**src/rtl/ee354_numlock_param_sm.sv**
```systemverilog
`default_nettype none
// ============================================================================
// Module   : ee354_numlock_param_sm
// Purpose  : Reprogrammable two-button (U = "one", Z = "zero") combination
//            lock. The whole code is always entered before it is judged.
//            Repeated bad attempts force a timed lockout, and the code can be
//            rewritten in the field while the lock is open.
// Ports    : Clk          - system clock, rising-edge active
//            reset_n      - asynchronous active-low reset
//            U, Z         - "one" / "zero" button levels (Clk domain)
//            Prog         - reprogramming request, looked at only while open
//            Unlock       - high while OPENING
//            Locked_out   - high while LOCKOUT
//            Prog_active  - high while PROGRAM
//            state_num    - IDLE=0 ENTER=1 OPENING=2 BAD=3 LOCKOUT=4 PROGRAM=5
//            digit_cnt    - digits accepted in the current entry/program
//            bad_cnt      - consecutive bad attempts (saturating)
//            code_out     - currently active code, MSB entered first
// Revision : 1.0 - initial release
// ============================================================================
module ee354_numlock_param_sm #(
    parameter int                  CODE_LEN       = 4,
    parameter logic [CODE_LEN-1:0] CODE           = 4'b1011,
    parameter int                  MAX_BAD        = 3,
    parameter int                  OPEN_CYCLES    = 4,
    parameter int                  LOCKOUT_CYCLES = 16
) (
    input  logic                              Clk,
    input  logic                              reset_n,
    input  logic                              U,
    input  logic                              Z,
    input  logic                              Prog,
    output logic                              Unlock,
    output logic                              Locked_out,
    output logic                              Prog_active,
    output logic [2:0]                        state_num,
    output logic [$clog2(CODE_LEN+1)-1:0]     digit_cnt,
    output logic [$clog2(MAX_BAD+1)-1:0]      bad_cnt,
    output logic [CODE_LEN-1:0]               code_out
);

    localparam int DW   = $clog2(CODE_LEN + 1);
    localparam int BW   = $clog2(MAX_BAD + 1);
    localparam int TMAX = (OPEN_CYCLES > LOCKOUT_CYCLES) ? OPEN_CYCLES : LOCKOUT_CYCLES;
    // A single-cycle timer still needs one bit to hold the value 0.
    localparam int TW   = (TMAX > 1) ? $clog2(TMAX) : 1;

    typedef enum logic [2:0] {
        S_IDLE    = 3'd0,
        S_ENTER   = 3'd1,
        S_OPENING = 3'd2,
        S_BAD     = 3'd3,
        S_LOCKOUT = 3'd4,
        S_PROGRAM = 3'd5
    } state_t;

    state_t              state;
    state_t              state_next;
    logic                prev_any;
    logic                mismatch;
    logic [TW-1:0]       timer;
    logic [CODE_LEN-1:0] staged;

    logic                any;
    logic                key_event;
    logic                key_valid;
    logic                key_bit;
    logic [DW-1:0]       digit_inc;
    logic                last_digit;
    logic [CODE_LEN-1:0] code_shift;
    logic                exp_bit;
    logic                mismatch_new;
    logic [CODE_LEN:0]   staged_wide;
    logic [CODE_LEN-1:0] staged_next;

    assign any          = U | Z;
    assign key_event    = any & ~prev_any;
    assign key_valid    = U ^ Z;
    assign key_bit      = U;
    assign digit_inc    = digit_cnt + DW'(1);
    assign last_digit   = (digit_inc == DW'(CODE_LEN));
    // Left-shifting by the digits already taken puts the expected digit at the MSB.
    assign code_shift   = code_out << digit_cnt;
    assign exp_bit      = code_shift[CODE_LEN-1];
    assign mismatch_new = mismatch | ~key_valid | (key_bit != exp_bit);
    assign staged_wide  = {staged, key_bit};
    assign staged_next  = staged_wide[CODE_LEN-1:0];
    assign state_num    = state;

    always_comb begin
        state_next = state;
        case (state)
            S_IDLE, S_ENTER: begin
                if (key_event) begin
                    if (last_digit) state_next = mismatch_new ? S_BAD : S_OPENING;
                    else            state_next = S_ENTER;
                end
            end
            S_OPENING: begin
                if (Prog)                state_next = S_PROGRAM;
                else if (timer == '0)    state_next = S_IDLE;
            end
            S_BAD: begin
                if (!any) state_next = (bad_cnt == BW'(MAX_BAD)) ? S_LOCKOUT : S_IDLE;
            end
            S_LOCKOUT: begin
                if (timer == '0) state_next = S_IDLE;
            end
            S_PROGRAM: begin
                if (key_event && (!key_valid || last_digit)) state_next = S_IDLE;
            end
            default: state_next = S_IDLE;
        endcase
    end

    always_ff @(posedge Clk or negedge reset_n) begin
        if (!reset_n) begin
            state       <= S_IDLE;
            Unlock      <= 1'b0;
            Locked_out  <= 1'b0;
            Prog_active <= 1'b0;
            digit_cnt   <= '0;
            bad_cnt     <= '0;
            code_out    <= CODE;
            mismatch    <= 1'b0;
            timer       <= '0;
            staged      <= '0;
            // Buttons held while reset releases must not look like a new press.
            prev_any    <= 1'b1;
        end else begin
            prev_any    <= any;
            state       <= state_next;
            Unlock      <= (state_next == S_OPENING);
            Locked_out  <= (state_next == S_LOCKOUT);
            Prog_active <= (state_next == S_PROGRAM);

            case (state)
                S_IDLE, S_ENTER: begin
                    if (key_event) begin
                        if (last_digit) begin
                            digit_cnt <= '0;
                            mismatch  <= 1'b0;
                            if (!mismatch_new) begin
                                timer   <= TW'(OPEN_CYCLES - 1);
                                bad_cnt <= '0;
                            end else if (bad_cnt != BW'(MAX_BAD)) begin
                                bad_cnt <= bad_cnt + BW'(1);
                            end
                        end else begin
                            digit_cnt <= digit_inc;
                            mismatch  <= mismatch_new;
                        end
                    end
                end
                S_OPENING: begin
                    if (Prog)              digit_cnt <= '0;
                    else if (timer != '0)  timer     <= timer - TW'(1);
                end
                S_BAD: begin
                    if (!any && (bad_cnt == BW'(MAX_BAD))) timer <= TW'(LOCKOUT_CYCLES - 1);
                end
                S_LOCKOUT: begin
                    if (timer == '0) bad_cnt <= '0;
                    else             timer   <= timer - TW'(1);
                end
                S_PROGRAM: begin
                    if (key_event) begin
                        if (!key_valid) begin
                            digit_cnt <= '0;
                        end else if (last_digit) begin
                            code_out  <= staged_next;
                            digit_cnt <= '0;
                        end else begin
                            staged    <= staged_next;
                            digit_cnt <= digit_inc;
                        end
                    end
                end
                default: begin
                    digit_cnt <= '0;
                end
            endcase
        end
    end

endmodule
`default_nettype wire

```
**config.mk**
```make
export PLATFORM = sky130hd
export DESIGN_NAME = ee354_numlock_param_sm
export DESIGN_NICKNAME = d
export VERILOG_FILES = /design/src/rtl/ee354_numlock_param_sm.sv
export SDC_FILE = /design/constraint.sdc
export NUM_CORES = 1
export LEC_CHECK = 0
export BUFFER_PORTS_ARGS = -buffer_cell sky130_fd_sc_hd__buf_4
export CAP_MARGIN = 20
export CORE_MARGIN = 4
export CORE_UTILIZATION = 56
export CTS_CLUSTER_DIAMETER = 60
export DETAILED_ROUTE_END_ITERATION = 8
export GPL_TIMING_DRIVEN = 0
export HOLD_SLACK_MARGIN = 0.02
export PLACE_DENSITY = 0.79
export SLEW_MARGIN = 5
export SYNTH_ARGS = -nofsm -noshare
export SYNTH_HDL_FRONTEND = slang
export SYNTH_SLANG_ARGS = --single-unit
```
**constraint.sdc**
```tcl
create_clock -name Clk -period 2.7 [get_ports Clk]
set_clock_uncertainty 0.05 [all_clocks]
set_input_delay 0.27 -clock Clk [delete_from_list [all_inputs] [get_ports Clk]]
set_output_delay 0.27 -clock Clk [all_outputs]
set_load 0.05 [all_outputs]
```
=== After elaboration in Yosys (flattened, before gate mapping) ===
Cells that the tools add are included.

* Flip-flop bits (word level): 24
* Bits in latches: 0
* Memory bits (writable): 0
* ROM bits: 0
* Input port bits: 5
* Output and inout bits: 15
* Memories: 0

* Add/subtract/negate cells: 3
* Multiply operators: 0
* Div/mod/pow operators: 0
* Magnitude comparators: 0
* Eq/ne operators: 23
* Shifts and indexed selects: 1
* Multiplexer cells: 30
* Bitwise logic cells: 9
* Reductions and logical operators: 18

{| class="wikitable"
|+ Operator list
! cell !! count
|-
| 2-to-1 mux 3 bit || 11
|-
| 2-to-1 mux 4 bit || 7
|-
| inequality test 2 bit, second input constant || 11
|-
| one-hot mux 4 bit (4 select lines) || 1
|-
| == test 3 bit, second input constant || 5
|-
| one-hot mux 3 bit (5 select lines) || 1
|-
| 2-to-1 mux 2 bit || 6
|-
| one-hot mux 3 bit (4 select lines) || 1
|-
| AND reduction 4 bit || 3
|-
| == test 3 x 2 -> 1 bit, second input constant || 3
|-
| AND reduction 8 bit || 1
|-
| nonzero test 4 bit || 2
|-
| AND reduction 5 bit || 1
|-
| zero test 4 bit || 1
|-
| inverter 1 bit || 4
|-
| one-hot mux 2 bit (2 select lines) || 1
|-
| OR reduction 2 bit || 2
|-
| << shifter 4 x 3 -> 4 bit || 1
|-
| subtractor 4 x 1 -> 4 bit, second input constant || 1
|-
| adder 3 x 1 -> 3 bit, second input constant || 1
|-
| == test 3 x 1 -> 1 bit, second input constant || 1
|-
| zero test 3 bit || 1
|-
| inequality test 3 bit, second input constant || 1
|-
| bitwise OR 1 bit || 3
|-
| 11 further kinds || 14
|}

=== Longest topological paths before layout ===
Gate-level depths: netlist of the first run.

* Depth in word-level cells: 9
* Mapped depth: 7

=== Worst setup path before layout of the first run ===
OpenSTA, ideal clock, no wires.

* Path type: reg-to-reg
* Start: reg digit_cnt[1]
* End: reg code_out[2]
* Setup time: 0.125 ns
* Data arrival time: 2.069 ns
* Slack: 0.456 ns
* Stages on the path, launching flop included: 7
* Path buffers: 1
* Clock period less this slack: 2.244 ns
* Cell sequence: dfrtp_1 ha_1 xor2_1 nand2_2 or3_1 buf_6 mux2_4

* Word-level cells in the longest chain between the ends: 3

{| class="wikitable"
|+ RTL lines
! what !! RTL line !! source
|-
| from (decl) || 37 || <nowiki>output logic [$clog2(CODE_LEN+1)-1:0] digit_cnt,</nowiki>
|-
| from (signal assigned) || 150 || <nowiki>digit_cnt <= digit_inc;</nowiki>
|-
| from (signal assigned) || 175 || <nowiki>digit_cnt <= digit_inc;</nowiki>
|-
| adder 3 x 1 -> 3 bit || 80 || <nowiki>assign digit_inc = digit_cnt + DW'(1);</nowiki>
|-
| == test 3 bit || 81 || <nowiki>assign last_digit = (digit_inc == DW'(CODE_LEN));</nowiki>
|-
| AND reduction 4 bit (no source line) || n/a ||
|-
| to (signal assigned) || 171 || <nowiki>code_out <= staged_next;</nowiki>
|-
| to (decl) || 39 || <nowiki>output logic [CODE_LEN-1:0] code_out</nowiki>
|}

Every way passes these cells.
A chain may end at the register's enable or synchronous reset.

=== Worst setup path after layout of the first run ===
* Start: reg digit_cnt[1]
* End: reg timer[1]

* Word-level cells in the longest chain between the ends: 5
* Elaborated cells on any way between the ends: 8
* Classes of those cells: add/sub (1); eq/ne (4); shift (1); bitwise (1); reduce/logical (1)

{| class="wikitable"
|+ RTL lines
! what !! RTL line !! source
|-
| parallel branches: the longest is 4 deep, another holds adder 3 x 1 -> 3 bit || n/a ||
|-
| AND reduction 8 bit (no source line) (*) || n/a ||
|-
| to (signal assigned) || 144 || <nowiki>timer <= TW'(OPEN_CYCLES - 1);</nowiki>
|-
| to (signal assigned) || 157 || <nowiki>else if (timer != '0) timer <= timer - TW'(1);</nowiki>
|-
| to (signal assigned) || 160 || <nowiki>if (!any && (bad_cnt == BW'(MAX_BAD))) timer <= TW'(LOCKOUT_CYCLES - 1);</nowiki>
|-
| to (decl) || 61 || <nowiki>logic [TW-1:0] timer;</nowiki>
|}

Mark *: on every way between the ends.

==> impl_results.md, run 1 <==
* Status: finished clean
* Ant diodes at 0
* Via count at 1100
* WP data arrival at between 2 and 2.5 ns
* Final GP Congestion at roughly 0.87
* Post-layout minimum cycle time at 2.135 ns
* Vert. Die Dim at slightly below 60 um
* Post-Synthesis Cells at about 130
* Initial Util at about 60%
* Post-Route Utilization at 70.81%
* Die W at 57.78 um
* First-pass GRT wire length at around 4.8 mm
* Endpoints failing setup at 0
* CP Class: reg2reg
* Nets at 168
* Worst R2R End: timer[1]$_DFFE_PN0P_
* Filler cells at 190
* ANT nets after route at 0
* Max Fclk at ~470 MHz
* Setup TNS at 0 ns
* Slew headroom at between 60% and 70%
* Die Footprint at between 3000 and 4000 um2
* Largest net degree at the start of global routing at 25
* Htree depth at 1
* Hold Path Class: in2reg
* Synthesis-stage register bit count at 24
* Yosys warns at 0
* Ys async rst share at between 90% and 100%
* Crit-path max cell delay at roughly 0.49 ns
* Clock Path Buffers at 2
* DR pass1 iterations at 4
* Clock root cell: clkbuf_4
* Vias per std cell at 5.946
* Ranking of synthesized cells by area: dfrtp_1 36%, dfstp_2 7.6%, mux2_4 7.6%
* EDFF count, synth at 0
* NetSw at approximately 640 uW
* TritonCTS Sinks at 24
* Worst setup margin at 0.5653 ns
* Clock slew at reported path FFs at 0.13 ns
* WL final at a little under 3 mm
* Netlist cell types at 47
* IO Pins at 20
* Worst vdd ir at between 600 and 700 uV
* Period utilization at about four fifths
* Post-Place Worst Slack at roughly 0.57 ns
* Mapped Area at 1388 um2
* Final hold violation count at 0
* Clk Latency, worst-skew pair at between 0.3 and 0.4 ns
* RSZ-0062 raised after global routing: false
* Sequential element share of the synthesized area at between 40% and 50%
* DRT iter0 DRCs at 51
* Overflow after GRT at 0
* Most frequent cells in the layout: 20 x dfrtp_1, 19 x buf_4, 15 x nand2_1, 7 x inv_1, 7 x mux2_4
* PwrDens at between 800 and 900 nW/um2
* Site Rows at 17
* Area share of the largest cell type after synthesis at approximately 36%
* IO buf count at 19
* GR Util All Layers at between 15 and 20%
* Worst setup path endpoint: timer[1]$_DFFE_PN0P_
* Commonest non-fill, non-tap cell in the layout: dfrtp_1
* Crit-path cells: ha_1, xor2_1, nand2_2, o221ai_1, a21bo_4, mux2_4
* Reg2reg setup slack at approximately 0.57 ns
* Final HPWL DP at roughly 2.2 mm
* Antenna violations before repair at 0
* Post-synthesis net count at around 140
* Dominant synthesized flop cell: dfrtp_1
* Worst EP required at between 2 and 3 ns
* Critical Path Start: digit_cnt[1]$_DFFE_PN0P_
* Worst-path fanout max at 7
* Final Max Tran Viols at 0
* Setup crit end kind: register
* Total CTS buffers at 3
* Post-CTS Resized at 0
* Synth-to-layout area growth at 16.14%
* Sequential share of power at between 30% and 40%
* Residual DRC at 0
* Clock network power share at between 10% and 20%
* Wirelength per Cell at roughly 16 um
* Leak at approximately 0.80 nW
* Worst reg2reg path startpoint: digit_cnt[1]$_DFFE_PN0P_
* Post-synth top area cell: dfrtp_1
* CTS tree: done
* FF-to-FF path depth at 6
* Net Sw Frac at a little under half
* Critical path launch point type: register
* Syn Area/Cell at 10.43 um2
* Share of cells above drive strength 1 at 30.57%
* Vias in the first global route at 1090
* Max-cap viol count at 0
* Actual slew at the worst max-slew pin at 0.4678 ns
* Combinational power share at between 40% and 50%
* P_int at 752.6 uW
* Core area at approximately 2300 um2
* Highest-delay cell along the critical path: dfrtp_1
* Hold WS at around 0.16 ns
logic make-up after synthesis:
group                      share of synthesized area, %
AOI/OAI and AO/OA                                 15.42
xor gates and xnor gates                          1.894
adders and majority gates                         4.509
buffers and inverters                             3.787
DFF                                               43.64
muxes                                             11.45
and+or+nand+nor                                   19.30
per-layer routing:
layer / GRT usage, % / wire (um)
met1: 23.98 / 1237
met2: 30.48 / 1509
met3: 2.673 / 134
met4: 8.940 / 34
met5: 0 / 0
cell usage after synthesis, types with 3 or more instances:
library cell and number:
ha_1 5, dfstp_2 4, xor2_1 3, o21ai_0 5, nor3_1 5, mux2_2 3
a21oi_1 3, nor2_1 4, inv_1 7, dfrtp_1 20, nor2b_1 4, nand2_1 15
mux2_4 7, o21ai_1 4
layout make-up:
type,count,area [um2],share of cell area [%]
inverters,7,26.28,1.630
plain buffers,3,26.28,1.630
multi-input cells,99,729.5,45.26
flip-flops and latches,24,605.6,37.58
clock buffers,4,36.28,2.252
well taps,28,35.03,2.174
repair buffers,20,152.6,9.472
flip-flops by register name (all words and copies together), names as in the netlist:
signal / flops
bad_cnt: 2
mismatch: 1
Unlock: 1
staged: 3
state_num: 3
digit_cnt: 3
Prog_active: 1
Locked_out: 1
timer: 4
code_out: 4
prev_any: 1
what timing repair did:
action                                 CTS  global route
endpoints found under the hold margin   20             0
setup buffers                            0             0
hold buffers                             1             0
how the worst min path moves through the flow:
stage	start	end	slack (ns)	cells past startpoint
floorplan	reset_n	Locked_out$_DFF_PN0_	-0.08	0
global route	U	staged[0]$_DFFE_PN0P_	0.14	2
detailed placement	reset_n	digit_cnt[0]$_DFFE_PN0P_	0.13	1
global placement	reset_n	digit_cnt[0]$_DFFE_PN0P_	0.13	1
finish	U	staged[0]$_DFFE_PN0P_	0.16	2
CTS	U	staged[0]$_DFFE_PN0P_	0.15	2
per-stage QoR:
stage | instance area, um2 | instances | power, mW
detailed placement | 1565 | 180 | 1.205
floorplan | 1388 | 133 | 1.014
global route | 1612 | 185 | 1.495
global placement | 1565 | 180 | 1.179
finish | 1612 | 185 | 1.390
CTS | 1612 | 185 | 1.393
critical path: cells and delay by family (launching register included):
family	cells	cell delay (ns)
adders and majority gates	1	0.26
AOI/OAI and AO/OA	2	0.56
and+or+nand+nor	1	0.14
muxes	1	0.29
DFF	1	0.49
xor gates and xnor gates	1	0.23
power by group through the flow:
stage / Combinational, mW / Sequential (mW) / Clock [mW]
2_1_floorplan: 0.334 / 0.680 / 0
3_3_place_gp: 0.656 / 0.523 / 0
3_5_place_dp: 0.676 / 0.529 / 0
4_1_cts: 0.680 / 0.522 / 0.191
5_1_grt: 0.745 / 0.533 / 0.216
6_report: 0.681 / 0.522 / 0.187
Power figures use the tool's default switching activity.
==> inputs of run 2 (changes only) <==
==> constraint.sdc (replaced) <==
create_clock -name Clk -period 2 [get_ports Clk]
set_clock_uncertainty 0.05 [all_clocks]
set_input_delay 0.2 -clock Clk [delete_from_list [all_inputs] [get_ports Clk]]
set_output_delay 0.2 -clock Clk [all_outputs]
set_load 0.05 [all_outputs]
==> impl_results.md, run 2 (same netlist as run 1, synthesis figures left out) <==
* Filler cells at around 160
* Post-layout minimum cycle time at 1.960 ns
* Buffers & Inverters on Critical Path at 1
* Highest-delay cell along the critical path: dfrtp_2
* Biggest regs: code_out: 4 flops, timer: 4 flops
* Ant diodes at 0
* Wirelength per Cell at about 16 um
* CP Class: reg2reg
* Final Max Tran Viols at 0
* Crit-path max cell delay at around 0.47 ns
* Status: finished clean
* Worst-path fanout max at 5
* Final hold violation count at 0
* Actual slew at the worst max-slew pin at between 0.5 and 0.6 ns
* Clk Latency, worst-skew pair at ~0.31 ns
* Residual DRC at 0
* Slew headroom at about 65%
* Max-cap viol count at 0
* Via count at ~1100
* CP dominant cell by count: mux2_4
* Clock Path Buffers at 2
* Worst EP required at about 2.2 ns
* Largest net degree at the start of global routing at 25
* Vias per std cell at roughly 5.9
* ANT nets after route at 0
* WL final at just over 3 mm
* TritonCTS Sinks at 24
* Period utilization at a little under 100%
* IO buf count at 19
* Htree depth at 1
* Antenna violations before repair at 0
* Core area at 2276 um2
* Final HPWL DP at between 2 and 2.5 mm
* Most frequent cells in the layout: 29 x buf_4, 15 x dfrtp_1, 14 x nand2_1, 7 x inv_1, 7 x mux2_4
* Max Fclk at roughly 510 MHz
* CTS tree: done
* IO Pins at 20
* Site Rows at 17
* Leak at between 0.8 and 0.9 nW
* Total CTS buffers at 3
* Commonest non-fill, non-tap cell in the layout: buf_4
* Clock root cell: clkbuf_4
* Setup crit end kind: register
* Crit-path cells: buf_4, mux2i_1, o22ai_2, mux2_4, a21bo_4, mux2_4
* First-pass GRT wire length at 4.933 mm
* Die Footprint at between 3000 and 4000 um2
* Hold Path Class: in2reg
* DRT iter0 DRCs at 29
* Cell family with most CP delay: multiplexers
* WP data arrival at between 2 and 2.5 ns
* Nets at ~180
* DR pass1 iterations at 4
* Endpoints failing setup at 0
* Die W at 57.78 um
* PwrDens at 1164 nW/um2
* Share of cells above drive strength 1 at a little over two fifths
* Worst vdd ir at 1076 uV
* Initial Util at a little over 60%
* Setup TNS at 0 ns
* Vias in the first global route at around 1100
* Synth-to-layout area growth at 26.87%
* Hold WS at 0.09358 ns
* Overflow after GRT at 0
* GR Util All Layers at between 10% and 20%
* Final GP Congestion at approximately 0.9
* Critical path launch point type: register
* Vert. Die Dim at roughly 58 um
* Clock slew at reported path FFs at ~0.12 ns
[run 2: changes by cell type in the layout (fill, tap and decap cells not counted), moves of 2 or more]
| cell | before | now |
|---|---|---|
| ha_1 | 5 | 3 |
| dfrtp_1 | 20 | 15 |
| dfrtp_2 | 0 | 5 |
| ha_4 | 0 | 2 |
| buf_4 | 19 | 29 |
[run 2: worst paths after layout]
| path | from | endpoint | slack [ns] | cells after the start |
|---|---|---|---|---|
| worst max register to register | digit_cnt[1]$_DFFE_PN0P_ | timer[3]$_DFFE_PN0P_ | 0.04 | 6 |
| max in group asynchronous | reset_n | code_out[3]$_DFFE_PN1P_ | 1.34 | 2 |
| min in group asynchronous | reset_n | Prog_active$_DFF_PN0_ | 0.28 | 2 |
| worst max-delay path | digit_cnt[1]$_DFFE_PN0P_ | timer[3]$_DFFE_PN0P_ | 0.04 | 6 |
| worst min-delay path | U | staged[0]$_DFFE_PN0P_ | 0.09 | 2 |
| worst min register to register | code_out[0]$_DFFE_PN1P_ | code_out[0]$_DFFE_PN1P_ | 0.43 | 2 |
[run 2: metrics by stage]
step	area (um2)	worst slack [ns]	power [mW]	util (%)	std cells
2_1_floorplan	1415	-0.01666	1.403	-	133
6_report	1760	0.03968	2.048	77.35	195
3_3_place_gp	1593	-0.04670	1.627	69.98	180
4_1_cts	1675	0.01078	1.948	73.61	187
5_1_grt	1760	-0.006081	2.181	77.35	195
3_5_place_dp	1593	-0.06569	1.660	69.98	180
[run 2: where the power goes]
group	internal, mW	switching [mW]
Sequential	0.586	0.124
Combinational	0.439	0.650
Clock	0.111	0.138
[run 2: what timing repair did]
item	in CTS	in global routing
pin swaps	1	4
buffers inserted	2	8
endpoints found under the hold margin	24	0
gates cloned	0	0
hold buffers	1	0
gates resized for setup	4	5
endpoints found under the setup margin	6	5
[run 2: area by class of cell]
type / count / area (um2) / area share (%)
Timing Repair Buffer: 30 / 227.7 / 12.94
Inverter: 7 / 26.28 / 1.493
Multi-Input combinational cell: 99 / 797.0 / 45.27
Tap cell: 28 / 35.03 / 1.990
Buffer: 3 / 26.28 / 1.493
Sequential cell: 24 / 611.8 / 34.75
Clock buffer: 4 / 36.28 / 2.061
[run 2: worst register-to-register path: cells and delay by family (launching register included)]
kind	cells	cell delay (ns)
compound gates	2	0.41
buf+inv	1	0.16
flops	1	0.47
mux	3	0.77
[run 2: layer usage]
layer	vias up	track usage (%)	wire length (um)
met3	9	2.227	172
met5	-	0	0
li1	547	-	-
met4	0	9.272	81
met2	46	34.03	1543
met1	542	22.85	1234
==> inputs of run 3 (changes only) <==
--- a/config.mk
+++ b/config.mk
@@ -14,6 +14,7 @@
 export GPL_TIMING_DRIVEN = 0
 export HOLD_SLACK_MARGIN = 0.02
 export PLACE_DENSITY = 0.79
+export RECOVER_POWER = 50
 export SLEW_MARGIN = 5
 export SYNTH_ARGS = -nofsm -noshare
 export SYNTH_HDL_FRONTEND = slang
==> impl_results.md, run 3 (same netlist as run 1, synthesis figures left out) <==
* Initial Util at 60.97%
* Site Rows at 17
* Hold path start: U
* Core area at around 2300 um2
* Vert. Die Dim at 57.78 um
* Worst R2R End: timer[3]$_DFFE_PN0P_
* PwrDens at ~1200 nW/um2
* GR Util All Layers at a little under a fifth
* Ant diodes at 0
* Crit-path max cell delay at between 0.4 and 0.5 ns
* Worst setup margin at 0.04101 ns
* FF-to-FF path depth at 6
* Largest net degree at the start of global routing at 25
* Worst hold path depth at 3
* Post-Place Worst Slack at -0.06569 ns
* Final HPWL DP at between 2 and 2.5 mm
* Most frequent cells in the layout: 22 x buf_4, 15 x dfrtp_1, 14 x nand2_1, 8 x clkbuf_1
* IO Pins at 20
* Wirelength per Cell at 15.51 um
* Die W at ~58 um
* Hold Path Class: in2reg
* CP dominant cell by count: mux2_4
* DRT iter0 DRCs at 35
* Final Cell Area at 1734 um2
* Critical path launch point type: register
* IO buf count at 19
* Clock root cell: clkbuf_4
* Final Max Tran Viols at 0
* Leak at approximately 0.8 nW
* Period utilization at between 90% and 100%
* Status: finished clean
* Worst vdd ir at between 1000 and 1500 uV
* Final hold violation count at 0
* Htree depth at 1
* Setup TNS at 0 ns
* DR pass1 iterations at 4
* Vias per std cell at roughly 5.8
* Biggest regs: code_out: 4 flops, timer: 4 flops
* Worst-path fanout max at 5
* Setup crit end kind: register
* Clock slew at reported path FFs at roughly 0.12 ns
* Total Power at about 2.0 mW
* Final GP Congestion at a little over 0.9
* Post-Route Utilization at 76.20%
* CTS tree: done
* Hold worst-path end: code_out[0]$_DFFE_PN1P_
* Endpoints failing setup at 0
* Synth-to-layout area growth at 24.98%
* Sequential share of power at roughly a third
* Worst EP required at around 2.2 ns
* Nets at 178
* Actual slew at the worst max-slew pin at around 1.3 ns
* Commonest non-fill, non-tap cell in the layout: buf_4
* Crit-path cells: buf_4, mux2i_1, o22ai_2, mux2_4, a21bo_4, mux2_4
* P_int at between 1 and 1.5 mW
* CP Class: reg2reg
* Combinational power share at a little over half
* NetSw at 913.4 uW
* Max-cap viol count at 0
* Total CTS buffers at 3
* Share of cells above drive strength 1 at about two fifths
* Highest-delay cell along the critical path: dfrtp_2
* Reg2reg setup slack at slightly above 0.04 ns
* Clk Latency, worst-skew pair at roughly 0.31 ns
* Post-layout minimum cycle time at approximately 2.0 ns
* Via count at 1133
* Worst reg2reg path startpoint: digit_cnt[1]$_DFFE_PN0P_
* WL final at roughly 3.0 mm
* WP data arrival at 2.12 ns
* ANT nets after route at 0
* Vias in the first global route at roughly 1100
* DP Area at 1593 um2
* Clock Path Buffers at 2
* First-pass GRT wire length at a little under 5 mm
* Overflow after GRT at 0
* Slew headroom at 14.46%
* Clock network power share at 12.2%
* TritonCTS Sinks at 24
* Max Fclk at about 500 MHz
* Die Footprint at around 3300 um2
* Net Sw Frac at ~45%
* Residual DRC at 0
* Antenna violations before repair at 0
==> run 3: worst max path at each step <==
stage / startpoint / end / cells after the start
finish: digit_cnt[1]$_DFFE_PN0P_ / timer[3]$_DFFE_PN0P_ / 6
global route: digit_cnt[0]$_DFFE_PN0P_ / code_out[2]$_DFFE_PN0P_ / 6
CTS: timer[0]$_DFFE_PN0P_ / timer[1]$_DFFE_PN0P_ / 7
detailed placement: U / timer[1]$_DFFE_PN0P_ / 8
global placement: U / timer[3]$_DFFE_PN0P_ / 8
floorplan: code_out[0]$_DFFE_PN1P_ / timer[1]$_DFFE_PN0P_ / 5
==> run 3: layout make-up <==
| cell class | count | area (um2) |
|---|---|---|
| well taps | 28 | 35.03 |
| repair buffers | 30 | 201.4 |
| clock buffers | 4 | 36.28 |
| inverters | 7 | 26.28 |
| multi-input cells | 99 | 797.0 |
| fillers | 171 | 541.8 |
| plain buffers | 3 | 26.28 |
| flip-flops and latches | 24 | 611.8 |
==> run 3: metal layers <==
layer / wire [um] / vias up / GRT usage, %
li1: - / 547 / -
met4: 80 / 0 / 9.272
met3: 121 / 9 / 2.227
met5: 0 / - / 0
met1: 1298 / 542 / 22.85
met2: 1523 / 35 / 34.03
==> run 3: power groups by stage <==
stage	Sequential (mW)	Combinational (mW)	Clock, mW
floorplan	0.935	0.468	0
global placement	0.721	0.905	0
detailed placement	0.730	0.930	0
CTS	0.722	0.968	0.258
global route	0.726	1.16	0.282
finish	0.710	1.08	0.248
==> run 3: worst max-delay path, delay by kind of cell (launching register included) <==
kind            cells  cell delay [ns]
mux                 3             0.77
buf+inv             1             0.16
compound gates      2             0.41
flops               1             0.47
==> run 3: repair_timing <==
item                                    4_1_cts  5_1_grt
endpoints found under the setup margin        6        5
hold buffers                                  1        0
pin swaps                                     1        4
gates resized for setup                       4        5
hold endpoints to repair                     24        0
setup buffers                                 2        8
==> run 3: metrics by stage <==
stage / cells / hold slack [ns]
after floorplan: 133 / -0.1456
after global placement: 180 / 0.06058
after detailed placement: 180 / 0.06406
after CTS: 187 / 0.08185
after global routing: 195 / 0.1349
final: 195 / 0.1189
